[config.mk]
export PLATFORM = sky130hd
export DESIGN_NAME = sw_broadcast_arbiter
export DESIGN_NICKNAME = d
export VERILOG_FILES = /design/src/rtl/sw_broadcast_arbiter.sv
export SDC_FILE = /design/constraint.sdc
export NUM_CORES = 1
export LEC_CHECK = 0
export BUFFER_PORTS_ARGS = -buffer_cell sky130_fd_sc_hd__buf_2
export CORE_ASPECT_RATIO = 0.5
export CORE_MARGIN = 5
export CORE_UTILIZATION = 57
export DETAILED_ROUTE_END_ITERATION = 10
export PLACE_DENSITY = 0.75
export SLEW_MARGIN = 20
export SYNTH_ARGS = -nofsm -noshare
export SYNTH_HDL_FRONTEND = slang
export SYNTH_SLANG_ARGS = --single-unit
[constraint.sdc]
create_clock -name clk -period 5.6 [get_ports clk]
set_clock_uncertainty 0.2 [all_clocks]
set_input_delay 0.84 -clock clk [delete_from_list [all_inputs] [get_ports clk]]
set_output_delay 0.84 -clock clk [all_outputs]
set_load 0.02 [all_outputs]
[src/rtl/sw_broadcast_arbiter.sv]
// sw_broadcast_arbiter
// Shares the single store-broadcast bus between N_CORE child cores in
// parallel mode. Each core's committed stores land in a small private FIFO.
// A round-robin arbiter then picks at most one head entry per cycle and
// places it on a registered broadcast bus that feeds every core's data
// memory write port. The drained flag is the end-of-parallel-section
// barrier condition: nothing queued and nothing on the bus.

module sw_broadcast_arbiter #(
   parameter int N_CORE     = 4,
   parameter int ADDR_WIDTH = 16,
   parameter int FIFO_DEPTH = 2
) (
   input  logic                         clk,
   input  logic                         reset,
   input  logic [N_CORE-1:0]            req_valid,
   output logic [N_CORE-1:0]            req_ready,
   input  logic [N_CORE*ADDR_WIDTH-1:0] req_addr,
   input  logic [N_CORE*32-1:0]         req_data,
   input  logic                         hold,
   output logic                         bcast_valid,
   output logic [ADDR_WIDTH-1:0]        bcast_addr,
   output logic [31:0]                  bcast_data,
   output logic [$clog2(N_CORE)-1:0]    bcast_src,
   output logic                         drained
);

   localparam int SRC_W = $clog2(N_CORE);
   localparam int PTR_W = $clog2(FIFO_DEPTH);
   localparam int CNT_W = PTR_W + 1;

   // Per-core FIFO bookkeeping. Pointers are exactly PTR_W bits so they wrap
   // on their own; count needs one extra bit to represent "full".
   logic [CNT_W-1:0]      count  [N_CORE];
   logic [PTR_W-1:0]      wr_ptr [N_CORE];
   logic [PTR_W-1:0]      rd_ptr [N_CORE];

   // Entry storage. Contents need no reset: count decides what is valid.
   logic [ADDR_WIDTH-1:0] fifo_addr [N_CORE][FIFO_DEPTH];
   logic [31:0]           fifo_data [N_CORE][FIFO_DEPTH];

   // Head-of-FIFO view for every core, used by the output register.
   logic [ADDR_WIDTH-1:0] head_addr [N_CORE];
   logic [31:0]           head_data [N_CORE];

   // Round-robin pointer: the core that gets first look next cycle.
   logic [SRC_W-1:0]      rr_ptr;

   // Arbitration result for the current cycle.
   logic                  grant_valid;
   logic [SRC_W-1:0]      grant_idx;

   logic [N_CORE-1:0]     push;
   logic [N_CORE-1:0]     pop;

   // Expose each FIFO's head entry so the winner can be copied onto the bus.
   always_comb begin
      for (int i = 0; i < N_CORE; i++) begin
         head_addr[i] = fifo_addr[i][rd_ptr[i]];
         head_data[i] = fifo_data[i][rd_ptr[i]];
      end
   end

   // Round-robin scan starting at rr_ptr; first non-empty FIFO wins, and
   // hold (parent owns the bus) suppresses the grant without moving rr_ptr.
   always_comb begin
      logic [SRC_W:0]   scan;
      logic [SRC_W-1:0] cand;
      grant_valid = 1'b0;
      grant_idx   = '0;
      scan        = '0;
      cand        = '0;
      for (int k = 0; k < N_CORE; k++) begin
         scan = {1'b0, rr_ptr} + (SRC_W+1)'(k);
         if (scan >= (SRC_W+1)'(N_CORE)) begin
            scan = scan - (SRC_W+1)'(N_CORE);
         end
         cand = scan[SRC_W-1:0];
         if (!grant_valid && (count[cand] != '0)) begin
            grant_valid = 1'b1;
            grant_idx   = cand;
         end
      end
      if (hold) begin
         grant_valid = 1'b0;
      end
   end

   // One-hot pop of the granted core's FIFO head.
   always_comb begin
      pop = '0;
      if (grant_valid) begin
         pop[grant_idx] = 1'b1;
      end
   end

   // A slot is available if the FIFO is not full or its head leaves this
   // cycle; ready deliberately ignores req_valid to avoid a comb loop.
   always_comb begin
      for (int i = 0; i < N_CORE; i++) begin
         req_ready[i] = (count[i] < CNT_W'(FIFO_DEPTH)) || pop[i];
      end
      push = req_valid & req_ready;
   end

   // FIFO pointers and occupancy; push and pop together leave count alone.
   always_ff @(posedge clk or posedge reset) begin
      if (reset) begin
         for (int i = 0; i < N_CORE; i++) begin
            count[i]  <= '0;
            wr_ptr[i] <= '0;
            rd_ptr[i] <= '0;
         end
      end else begin
         for (int i = 0; i < N_CORE; i++) begin
            if (push[i]) begin
               wr_ptr[i] <= wr_ptr[i] + PTR_W'(1);
            end
            if (pop[i]) begin
               rd_ptr[i] <= rd_ptr[i] + PTR_W'(1);
            end
            if (push[i] && !pop[i]) begin
               count[i] <= count[i] + CNT_W'(1);
            end else if (pop[i] && !push[i]) begin
               count[i] <= count[i] - CNT_W'(1);
            end
         end
      end
   end

   // Write accepted stores into the slot at each core's write pointer.
   always_ff @(posedge clk) begin
      for (int i = 0; i < N_CORE; i++) begin
         if (push[i]) begin
            fifo_addr[i][wr_ptr[i]] <= req_addr[i*ADDR_WIDTH +: ADDR_WIDTH];
            fifo_data[i][wr_ptr[i]] <= req_data[i*32 +: 32];
         end
      end
   end

   // Register the winning entry onto the broadcast bus and advance rr_ptr
   // past the winner; payload and rr_ptr hold when nothing is granted.
   always_ff @(posedge clk or posedge reset) begin
      if (reset) begin
         bcast_valid <= 1'b0;
         bcast_addr  <= '0;
         bcast_data  <= '0;
         bcast_src   <= '0;
         rr_ptr      <= '0;
      end else begin
         bcast_valid <= grant_valid;
         if (grant_valid) begin
            bcast_addr <= head_addr[grant_idx];
            bcast_data <= head_data[grant_idx];
            bcast_src  <= grant_idx;
            if (grant_idx == SRC_W'(N_CORE - 1)) begin
               rr_ptr <= '0;
            end else begin
               rr_ptr <= grant_idx + SRC_W'(1);
            end
         end
      end
   end

   // Barrier condition: every FIFO empty and no broadcast on the bus.
   always_comb begin
      drained = !bcast_valid;
      for (int i = 0; i < N_CORE; i++) begin
         if (count[i] != '0) begin
            drained = 1'b0;
         end
      end
   end

endmodule

==> results of run 1 <==
-- cells in the mapped netlist, types with 4 or more instances --
master / n / share of area
mux2i_1: 96 / 0.053
and3_1: 4 / 0.0014
nand2_1: 59 / 0.012
dfrtp_1: 69 / 0.096
nor2b_1: 4 / 0.0014
o211ai_2: 19 / 0.013
buf_2: 17 / 0.0047
inv_1: 5 / 0.0010
o211ai_1: 77 / 0.032
xor2_1: 8 / 0.0039
xnor2_1: 9 / 0.0044
ha_1: 5 / 0.0035
nor2_1: 10 / 0.0021
and2_1: 7 / 0.0024
buf_6: 4 / 0.0025
nand3_1: 50 / 0.014
clkbuf_1: 42 / 0.0087
o21ai_0: 95 / 0.026
mux2_2: 96 / 0.060
edfxtp_1: 384 / 0.64
-- sequential cells by signal (all words and copies together) (netlist names) --
| name | cells |
|---|---|
| rr_ptr | 2 |
| bcast_addr | 16 |
| fifo_addr | 128 |
| fifo_data | 256 |
| rd_ptr | 4 |
| bcast_valid | 1 |
| count | 8 |
| wr_ptr | 4 |
| bcast_src | 2 |
| bcast_data | 32 |
-- power by group --
part | leakage [nW] | internal, W | switching (W)
logic | 2.78 | 0.00150 | 0.00268
clock network | 0.637 | 0.00157 | 0.00116
registers | 4.36 | 0.00468 | 0.000452
total | 7.78 | 0.00775 | 0.00429
-- final cells by class --
type,instances,share of cell area
sequential,453,0.6307
multi-input combinational,572,0.2151
timing repair buffer,267,0.06508
clock buffer,57,0.05449
tap,432,0.02570
clock inverter,15,0.007198
inverter,7,0.001368
antenna,3,0.0003569
-- placed cells by master, fill, tap and decap left out, types with 4 or more instances in the layout --
cell type and instances:
nand3_1 50, and2_1 5, o21ai_0 95, clkinv_2 8, mux2i_1 96, nor2b_1 4
ha_1 5, mux2_2 96, clkbuf_1 10, nor2_1 8, nand2_1 58, xnor2_1 9
o211ai_1 77, o211ai_2 19, dfrtp_1 65, clkbuf_8 6, inv_1 4, buf_4 13
edfxtp_1 384, xor2_1 8, clkinv_1 4, buf_2 254, clkbuf_16 41
-- cells by family (layout without fill, tap and decap cells) --
| kind of cell | after synthesis | count (layout) | share of synthesized area |
|---|---|---|---|
| xor+xnor | 17 | 17 | 0.008236 |
| mux | 192 | 192 | 0.1129 |
| compound gates | 212 | 212 | 0.08360 |
| simple gates | 146 | 146 | 0.03827 |
| fa+ha+maj | 5 | 5 | 0.003460 |
| other cells | 0 | 3 | 0 |
| buf+inv | 77 | 346 | 0.02014 |
| flops | 453 | 453 | 0.7333 |
-- worst paths after layout --
| path | from | to | slack [ns] | cells past startpoint |
|---|---|---|---|---|
| min reg2reg | bcast_src[1] | bcast_src[1] | 0.28 | 2 |
| max in group asynchronous | reset | rd_ptr[3] | 4.10 | 3 |
| max | count[4] | fifo_data[3][37] | 1.15 | 12 |
| min in group asynchronous | reset | bcast_data[16] | 0.35 | 3 |
| max reg2reg | count[4] | fifo_data[3][37] | 1.15 | 12 |
| min | bcast_src[1] | bcast_src[1] | 0.28 | 2 |
-- critical path: stages (launching register included) --
cell and delay, ns:
dfrtp_1 0.44, or2_4 0.30, o311ai_4 0.25, buf_4 0.54, nand2_2 0.06, buf_4 0.31, clkinv_2 0.10, ha_1 0.16
inv_1 0.04, o21ai_0 0.29, nand2_1 0.21, nor2_4 0.78, buf_4 0.42
-- layer usage --
metal	wire [um]	vias up
li1	-	4745
met1	15770	5263
met2	22250	308
met3	1936	82
met4	1397	0
met5	0	-
-- stage by stage --
stage               setup slack, ns  power, W  cell area [um^2]  hold WS [ns]
finish                        1.153   0.01204             21030        0.2758
global route                 0.8624   0.01265             21030        0.2562
CTS                           1.178   0.01212             21000        0.2654
detailed placement            1.210  0.009375             19700        0.2650
global placement              1.422  0.009212             19700        0.2710
floorplan                    0.4195  0.008084             18080        0.2608
==> metrics.csv, run 1 <==
stage,metric,value,unit
flow_run,max_cap viols,0,
routing,DR iter-0 viols,922,
sta,Tcrit/Tclk final,0.7940,
logic_synthesis,number of synthesized flops with an enable pin,384,
clocking,CTS tree,yes,
global_route,Global Route met3 Usage,0.03953,
global_route,largest net degree at the start of global routing,70,
outcome,status,"finished, final reports clean",
logic_synthesis,Yosys cell types,49,
final_layout,"non-filler cells, final",1806,
final_layout,layout net count,1545,
clocking,clock latency on the worst-skew pair,0.54,ns
global_route,GRT Total Usage,0.2315,
final_layout,fill count,2180,
routing,WL per Instance,22.90,um
floorplan,core area,31480,um^2
sta,unrepaired setup endpoints after global routing,no,
critical_path,critical path class,register to register,
final_layout,Multi-input gate area,4524,um^2
place,placed insts,1731,
sta,Final setup viols,0,
floorplan,starting density of the core,0.5742,
global_route,vias in the first global route,11160,
floorplan,chip width,261.9,um
floorplan,Die Y,135.9,um
final_layout,Sequential Area,13270,um^2
global_route,initial antenna violation count,3,
critical_path,CP max FO,50,
floorplan,Die Area,35590,um^2
global_route,met2 Use GR,0.4110,
sta,Slew @ Worst Pin,0.9858,ns
logic_synthesis,asr flop ratio synth,0.1523,
floorplan,# IOs,255,
power_and_ir_drop,Pwr Density,572.5,nW/um^2
sta,Post-Route Setup TNS,0,ns
logic_synthesis,dominant synthesized flop cell,edfxtp_1,
critical_path,CP Capture Type,register,
clocking,clk slew on worst S/H paths,0.06,ns
min_path,Min-Delay Path Class,register to register,
global_route,first-pass GRT wire length,62540,um
routing,Via density,5.757,
routing,via count,10400,
routing,DR DRC count,0,
final_layout,share of post-route cells with drive strength above 1,0.3450,
final_layout,utilization after layout,0.6681,
place,IO Port Bufs,254,
final_layout,Syn-to-layout area delta,16.34,%
clocking,CTS H-Tree Depth,2,
global_route,gr busiest metal,met2,
logic_synthesis,"Seq/Total Area, Yosys",0.7333,
routing,post-route antenna net violation count,0,
place,Placer Congestion,0.8226,
clocking,setup bufs post-CTS,0,
sta,Slew Limit Fails,0,
global_route,met1 Use GR,0.2890,
power_and_ir_drop,Max VDD drop,379.0,uV
logic_synthesis,synthesized area,18080,um^2
clocking,deepest clock path buffer count,3,
global_route,grt ovf,0,
sta,min Tclk post-route,4.447,ns
sta,final hold vios,0,
clocking,Num CTS Buffers,40,
logic_synthesis,Synth Warn #,0,
logic_synthesis,Mean Syn Cell Area,16.41,um^2
logic_synthesis,"Net Count, Synth",1306,
sta,Slew HR,0.3413,
clocking,root cell of the clock tree,clkbuf_16,
power_and_ir_drop,leak pwr,7.776,nW
clocking,# hold bufs at CTS,0,
floorplan,# rows,46,
logic_synthesis,Synth Register Bits,453,
sta,fmax,0.2249,GHz
routing,DRT Wirelength,41360,um
place,Detailed Place HPWL,27720,um
critical_path,critical path arrival,4.46,ns
clocking,Sink Count,453,
critical_path,Critical Path Start Type,register,
logic_synthesis,instance count of the mapped netlist,1102,
routing,Pre-Repair DR Iteration Count,5,
clocking,# resized after CTS,0,
critical_path,CP Data Required Time,5.62,ns
Note: power is estimated with default switching activity, not from simulation.
==> run 2: changes to the inputs <==
--- a/config.mk
+++ b/config.mk
@@ -8,9 +8,9 @@
 export BUFFER_PORTS_ARGS = -buffer_cell sky130_fd_sc_hd__buf_2
 export CORE_ASPECT_RATIO = 0.5
 export CORE_MARGIN = 5
-export CORE_UTILIZATION = 57
+export CORE_UTILIZATION = 52
 export DETAILED_ROUTE_END_ITERATION = 10
-export PLACE_DENSITY = 0.75
+export PLACE_DENSITY = 0.72
 export SLEW_MARGIN = 20
 export SYNTH_ARGS = -nofsm -noshare
 export SYNTH_HDL_FRONTEND = slang
==> constraint.sdc (replaced) <==
create_clock -name clk -period 3.7 [get_ports clk]
set_clock_uncertainty 0.2 [all_clocks]
set_input_delay 0.555 -clock clk [delete_from_list [all_inputs] [get_ports clk]]
set_output_delay 0.555 -clock clk [all_outputs]
set_load 0.02 [all_outputs]
==> run 2 against run 1 <==
  * Combinational power grew 54%
  * Final area grew 5.1%
  * Clock power grew 51%
  * Via count grew 3.0%
  * Setup slack lost 0.91 ns
  * Sequential cell count is the same
  * Global-route usage shrank 1.8 points
  * Sequential share of layout area shrank 3.1 points
  * Total power grew 53%
==> metrics.csv, run 2 (synthesis results as in run 1) <==
stage,metric,value,unit,change
outcome,status,"finished, final reports clean",,
final_layout,Syn-to-layout area delta,22.29,%,
critical_path,CP Capture Type,output pin,,
place,Detailed Place HPWL,28460,um,+2.7%
sta,Final setup viols,0,,unchanged
place,Placer Congestion,0.8094,,-1.6%
sta,Slew HR,0.4553,,+0.1141
final_layout,"commonest non-fill, non-tap cells in the layout","edfxtp_1 (384), buf_2 (254), mux2_2 (96), mux2i_1 (96), o21ai_0 (94)",,
power_and_ir_drop,Max VDD drop,635.6,uV,+68%
power_and_ir_drop,sequential power share,0.426,,about the same
clocking,CTS tree,yes,,
place,IO Port Bufs,254,,unchanged
critical_path,Reg2Reg Depth,7,,-5
sta,Tcrit/Tclk final,0.9348,,
floorplan,starting density of the core,0.5253,,-0.04890
routing,via count,10710,,+3.0%
floorplan,# rows,48,,+4.3%
floorplan,# IOs,255,,unchanged
clocking,Num CTS Buffers,40,,unchanged
sta,Slew Limit Fails,0,,unchanged
global_route,vias in the first global route,11340,,+1.6%
critical_path,CP Data Required Time,2.94,ns,-2.68 ns
critical_path,critical path arrival,2.70,ns,-1.76 ns
final_layout,max reg flops,256,,unchanged
critical_path,Critical Path Start Type,register,,
routing,Via density,5.496,,-4.5%
critical_path,critical path class,register to output pin,,
global_route,first-pass GRT wire length,63540,um,+1.6%
power_and_ir_drop,combinational power share,0.350,,+0.003
clocking,root cell of the clock tree,clkbuf_16,,
routing,DR DRC count,0,,unchanged
power_and_ir_drop,Internal,0.01188,W,+53%
final_layout,share of post-route cells with drive strength above 1,0.3327,,-0.01235
final_layout,utilization after layout,0.6425,,-0.02562
routing,WL per Instance,21.62,um,-5.6%
floorplan,core area,34410,um^2,+9.3%
global_route,gr busiest metal,met2,,
global_route,met2 Use GR,0.4053,,-0.005691
sta,min Tclk post-route,3.459,ns,
critical_path,CP max FO,49,,-2.0%
clocking,clock latency on the worst-skew pair,0.53,ns,about the same
floorplan,Die Y,141.8,um,+4.4%
routing,DR iter-0 viols,764,,-17%
clocking,Sink Count,453,,unchanged
sta,Post-Route Setup TNS,0,ns,unchanged
clocking,clk slew on worst S/H paths,0.06,ns,about the same
power_and_ir_drop,Sw Ratio,0.3549,,-0.001728
clocking,setup bufs post-CTS,0,,unchanged
global_route,largest net degree at the start of global routing,52,,-26%
global_route,initial antenna violation count,1,,-2
routing,post-route antenna net violation count,0,,unchanged
global_route,grt ovf,0,,unchanged
floorplan,chip width,273.7,um,+4.5%
min_path,Min-Delay Path Class,input port to register,,
global_route,Global Route met3 Usage,0.03515,,-0.004385
power_and_ir_drop,Pwr Density,833.3,nW/um^2,+46%
floorplan,Die Area,38820,um^2,+9.1%
routing,DRT Wirelength,42110,um,+1.8%
clocking,CTS H-Tree Depth,2,,unchanged
global_route,met1 Use GR,0.2484,,-0.04057
final_layout,"leading cell type in the layout, fill and taps excluded",edfxtp_1,,
sta,unrepaired setup endpoints after global routing,no,,
routing,Pre-Repair DR Iteration Count,5,,unchanged
sta,Slew @ Worst Pin,0.8170,ns,-0.1688 ns
power_and_ir_drop,Clk pwr share,0.224,,-0.003
min_path,cell count of the worst hold path,1,,-1
global_route,GRT Total Usage,0.2138,,-0.01771
clocking,deepest clock path buffer count,3,,unchanged
sta,fmax,0.2891,GHz,
flow_run,max_cap viols,0,,unchanged
power_and_ir_drop,leak pwr,8.231,nW,+5.9%
power_and_ir_drop,NetSw,0.006539,W,+52%
sta,final hold vios,0,,unchanged
final_layout,layout net count,1644,,+6.4%
[run 2: final cells by class]
type / instances / area (um^2)
sequential: 453 / 13260
inverter: 7 / 28.78
clock buffer: 50 / 1090
fill: 2406 / 12300
antenna: 3 / 7.507
timing repair buffer: 366 / 2425
multi-input combinational: 572 / 4498
clock inverter: 22 / 202.7
tap: 475 / 594.3
[run 2: worst paths after layout]
kind	to	startpoint	slack, ns
setup / recovery	req_ready[1]	count[2]	0.24
hold / removal	fifo_addr[2][27]	req_addr[43]	0.02
setup reg to reg	fifo_data[0][6]	count[2]	0.61
hold reg to reg	bcast_addr[13]	bcast_addr[13]	0.31
max in group asynchronous	rd_ptr[0]	reset	2.01
min in group asynchronous	bcast_data[18]	reset	0.50
[run 2: worst max-delay path: stages (launching register included)]
cell and delay, ns:
dfrtp_1 0.45, o21bai_1 0.34, o311a_4 0.61, o21ai_4 0.13, o41ai_2 0.38, buf_2 0.26
[run 2: power by group through the flow]
stage / sequential, W / clock, W / combinational, W
2_1_floorplan: 0.00788 / 0 / 0.00435
3_3_place_gp: 0.00789 / 0 / 0.00629
3_5_place_dp: 0.00795 / 0 / 0.00642
4_1_cts: 0.00785 / 0.00419 / 0.00651
5_1_grt: 0.00798 / 0.00440 / 0.00699
6_report: 0.00785 / 0.00413 / 0.00645
[run 2: timing repair]
action / CTS / global route
resized for setup: 0 / 0
endpoints found under the hold margin: 180 / 22
hold buffers: 73 / 12
[run 2: per-stage QoR]
stage                     instances  hold WS (ns)  instance area, um^2  setup WS (ns)  total power [W]
after floorplan                1102        0.2791                18090        0.02677          0.01223
after global placement         1788        0.2668                19960         0.6699          0.01418
after detailed placement       1788        0.2826                19960         0.6375          0.01437
after CTS                      1933   0.000005274                21980         0.2268          0.01855
after global routing           1946     0.0001686                22100        0.02497          0.01937
final                          1948       0.01623                22110         0.2412          0.01842
[run 2: per-layer routing]
layer,wire [um],share of wire,up-vias
met5,0,0,-
met4,1330,0.032,0
met3,1969,0.047,79
met2,23250,0.55,284
met1,15570,0.37,5396
li1,-,-,4948
==> run 3: changes to the inputs <==
--- a/config.mk
+++ b/config.mk
@@ -7,7 +7,7 @@
 export LEC_CHECK = 0
 export BUFFER_PORTS_ARGS = -buffer_cell sky130_fd_sc_hd__buf_2
 export CORE_ASPECT_RATIO = 0.5
-export CORE_MARGIN = 5
+export CORE_MARGIN = 2
 export CORE_UTILIZATION = 52
 export DETAILED_ROUTE_END_ITERATION = 10
 export PLACE_DENSITY = 0.72
==> constraint.sdc (replaced) <==
create_clock -name clk -period 3.7 [get_ports clk]
set_clock_uncertainty 0.2 [all_clocks]
set_input_delay 0 -clock clk [delete_from_list [all_inputs] [get_ports clk]]
set_output_delay 0 -clock clk [all_outputs]
set_load 0.02 [all_outputs]
==> run 3 against run 2 <==
  * Non-clock buffer count is 224 higher
  * Setup slack better by 0.15 ns
  * The flow now finishes with violations (hold timing)
  * Largest power group unchanged
  * First-iteration DRC count is 34% higher
  * Wire length is 10% higher
  * Core utilization is 6.5 points higher
  * Register-to-register slack worse by 0.21 ns
  * Clock-buffer cell count is 8 higher
  * Maximum frequency is 4.7% higher
  * Via count is 11% higher
  * Total power is 1.4% higher
  * Die area is 6.3% lower
==> metrics.csv, run 3 (synthesis results as in run 1) <==
stage,metric,value,unit,change
routing,Via density,5.467,,-0.54%
place,"worst slack, placed",0.4491,ns,-0.1884 ns
critical_path,Critical Path Start Type,register,,
final_layout,"leading cell type in the layout, fill and taps excluded",edfxtp_1,,
sta,fmax,0.3026,GHz,+4.7%
clocking,Num CTS Buffers,40,,unchanged
critical_path,CP Capture Type,register,,
place,IO Port Bufs,254,,unchanged
sta,Final setup viols,0,,unchanged
power_and_ir_drop,NetSw,0.006746,W,+3.2%
global_route,gr busiest metal,met2,,
sta,min Tclk post-route,3.305,ns,-0.1540 ns
place,Placer Congestion,0.8452,,+4.4%
power_and_ir_drop,leak pwr,9.131,nW,+11%
power_and_ir_drop,combinational power share,0.361,,+0.011
routing,DR DRC count,0,,unchanged
critical_path,CP Data Required Time,3.73,ns,+0.79 ns
final_layout,share of post-route cells with drive strength above 1,0.2857,,-0.04694
final_layout,max reg flops,256,,unchanged
clocking,setup bufs post-CTS,0,,unchanged
final_layout,fill count,2224,,-7.6%
routing,Pre-Repair DR Iteration Count,6,,+1
sta,Slew HR,0.3883,,-0.06706
global_route,Global Route met3 Usage,0.03387,,-0.001276
outcome,failing checks,hold timing,,
sta,Worst Slack Setup Final,0.3952,ns,+0.1540 ns
global_route,vias in the first global route,12560,,+11%
floorplan,chip width,267.7,um,-2.2%
routing,DRT Wirelength,46400,um,+10%
global_route,initial antenna violation count,3,,+2
global_route,met2 Use GR,0.4755,,+0.07025
sta,unrepaired setup endpoints after global routing,no,,
sta,Slew @ Worst Pin,0.9176,ns,+0.1006 ns
final_layout,"commonest non-fill, non-tap cells in the layout","edfxtp_1 (384), dlygate4sd3_1 (311), buf_2 (254)",,
clocking,root cell of the clock tree,clkbuf_16,,
floorplan,# rows,48,,unchanged
power_and_ir_drop,sequential power share,0.420,,-0.006
critical_path,critical path class,register to register,,
power_and_ir_drop,Pwr Density,768.1,nW/um^2,-7.8%
floorplan,# IOs,255,,unchanged
clocking,clk slew on worst S/H paths,0.07,ns,about the same
routing,via count,11870,,+11%
floorplan,starting density of the core,0.5263,,+0.0009184
clocking,# resized after CTS,0,,unchanged
floorplan,Die Y,135.8,um,-4.2%
clocking,clock latency on the worst-skew pair,0.54,ns,about the same
place,Detailed Place HPWL,27890,um,-2.0%
critical_path,"slowest stage cell, crit path",o311a_4,,
floorplan,Die Area,36360,um^2,-6.3%
global_route,met1 Use GR,0.3000,,+0.05159
critical_path,CP max FO,49,,unchanged
global_route,grt ovf,0,,unchanged
power_and_ir_drop,Internal,0.01193,W,+0.39%
critical_path,CP top delay family,compound AO/OA/AOI/OAI gates,,
min_path,Min-Delay Path Class,input port to async pin,,
routing,post-route antenna net violation count,0,,unchanged
critical_path,slack of the worst reg-to-reg path,0.40,ns,-0.21 ns
critical_path,Reg2Reg Depth,6,,-1
routing,WL per Instance,21.36,um,-1.2%
outcome,status,finished with violations,,
clocking,Sink Count,453,,unchanged
critical_path,worst path bufs/invs,1,,unchanged
power_and_ir_drop,Max VDD drop,526.3,uV,-17%
critical_path,critical path arrival,3.33,ns,+0.63 ns
global_route,largest net degree at the start of global routing,59,,+13%
sta,Post-Route Setup TNS,0,ns,unchanged
critical_path,Critical Path Max Stage Delay,0.62,ns,about the same
final_layout,Syn-to-layout area delta,34.51,%,
clocking,deepest clock path buffer count,3,,unchanged
clocking,# hold bufs at CTS,308,,+320%
routing,DR iter-0 viols,1021,,+34%
power_and_ir_drop,Final Power,0.01868,W,+1.4%
global_route,first-pass GRT wire length,69520,um,+9.4%
floorplan,core area,34350,um^2,-0.17%
critical_path,crit path cell chain,o21bai_1 > o311a_4 > o21ai_4 > o41ai_2 > and2_2 > buf_12,,
power_and_ir_drop,Clk pwr share,0.219,,-0.005
final_layout,layout net count,1868,,+14%
sta,Slew Limit Fails,0,,unchanged
clocking,CTS H-Tree Depth,2,,unchanged
clocking,CTS tree,yes,,
power_and_ir_drop,Sw Ratio,0.3612,,+0.006283
sta,worst hold slack,-0.05739,ns,-0.07361 ns
critical_path,start of the worst register-to-register path,count[2],,
sta,Tcrit/Tclk final,0.8932,,-0.04162
flow_run,max_cap viols,0,,unchanged
critical_path,Reg2Reg Capture Point,fifo_data[1][47],,
sta,final hold vios,40,,+40
global_route,GRT Total Usage,0.2558,,+0.04200
run 3: changes by cell type in the layout (fill, tap and decap cells not counted), moves of 2 or more:
cell / delta
clkinv_1: -2
clkinvlp_4: +2
clkbuf_8: +3
bufinv_16: -3
dlygate4sd3_1: +226
clkinv_4: +2
clkinv_2: -8
clkbuf_1: +5
buf_4: -2
run 3: per-layer routing:
metal  routed length (um)  vias up
met3                 2155      104
li1                     -     5404
met4                 1859        0
met5                    0        -
met2                25000      409
met1                17380     5957
run 3: power by group through the flow:
stage / clock [W] / sequential, W / combinational (W)
after floorplan: 0 / 0.00788 / 0.00435
after global placement: 0 / 0.00785 / 0.00624
after detailed placement: 0 / 0.00791 / 0.00641
after CTS: 0.00407 / 0.00782 / 0.00671
after global routing: 0.00433 / 0.00796 / 0.00728
final: 0.00409 / 0.00784 / 0.00675
run 3: worst reg2reg max path, cell delays in order, from the launching register on:
cell	delay (ns)
dfrtp_1	0.45
o21bai_1	0.36
o311a_4	0.62
o21ai_4	0.14
o41ai_2	0.40
and2_2	0.52
buf_12	0.29
run 3: final cells by class:
type                    instances  area, um^2  share of cell area
clock inverters                14       102.6            0.004219
inverters                       7       30.03            0.001235
multi-input cells             572        4498              0.1850
clock buffers                  58        1150             0.04729
flip-flops and latches        453       13260              0.5454
diodes                          3       7.507           0.0003087
repair buffers                590        4672              0.1921
well taps                     475       594.3             0.02444
run 3: worst max path at each step:
stage	from	endpoint	slack [ns]	depth (start not counted)
2_1_floorplan	count[4]	fifo_addr[3][16]	0.03	11
3_3_place_gp	count[2]	fifo_data[1][51]	0.54	6
3_5_place_dp	count[2]	fifo_data[1][47]	0.45	6
4_1_cts	count[2]	fifo_data[1][56]	0.44	6
5_1_grt	count[2]	fifo_data[1][59]	0.22	6
6_report	count[2]	fifo_data[1][47]	0.40	6
run 3: per-stage QoR:
stage                     utilization  hold slack [ns]  cell area [um^2]  std cells
after CTS                      0.7067        0.0002256             24280       2166
after floorplan                     -          -0.1011             18090       1102
after global placement         0.5805         -0.01129             19940       1786
final                          0.7079         -0.05739             24320       2172
after detailed placement       0.5805        -0.008733             19940       1786
after global routing           0.7079        -0.001635             24320       2172
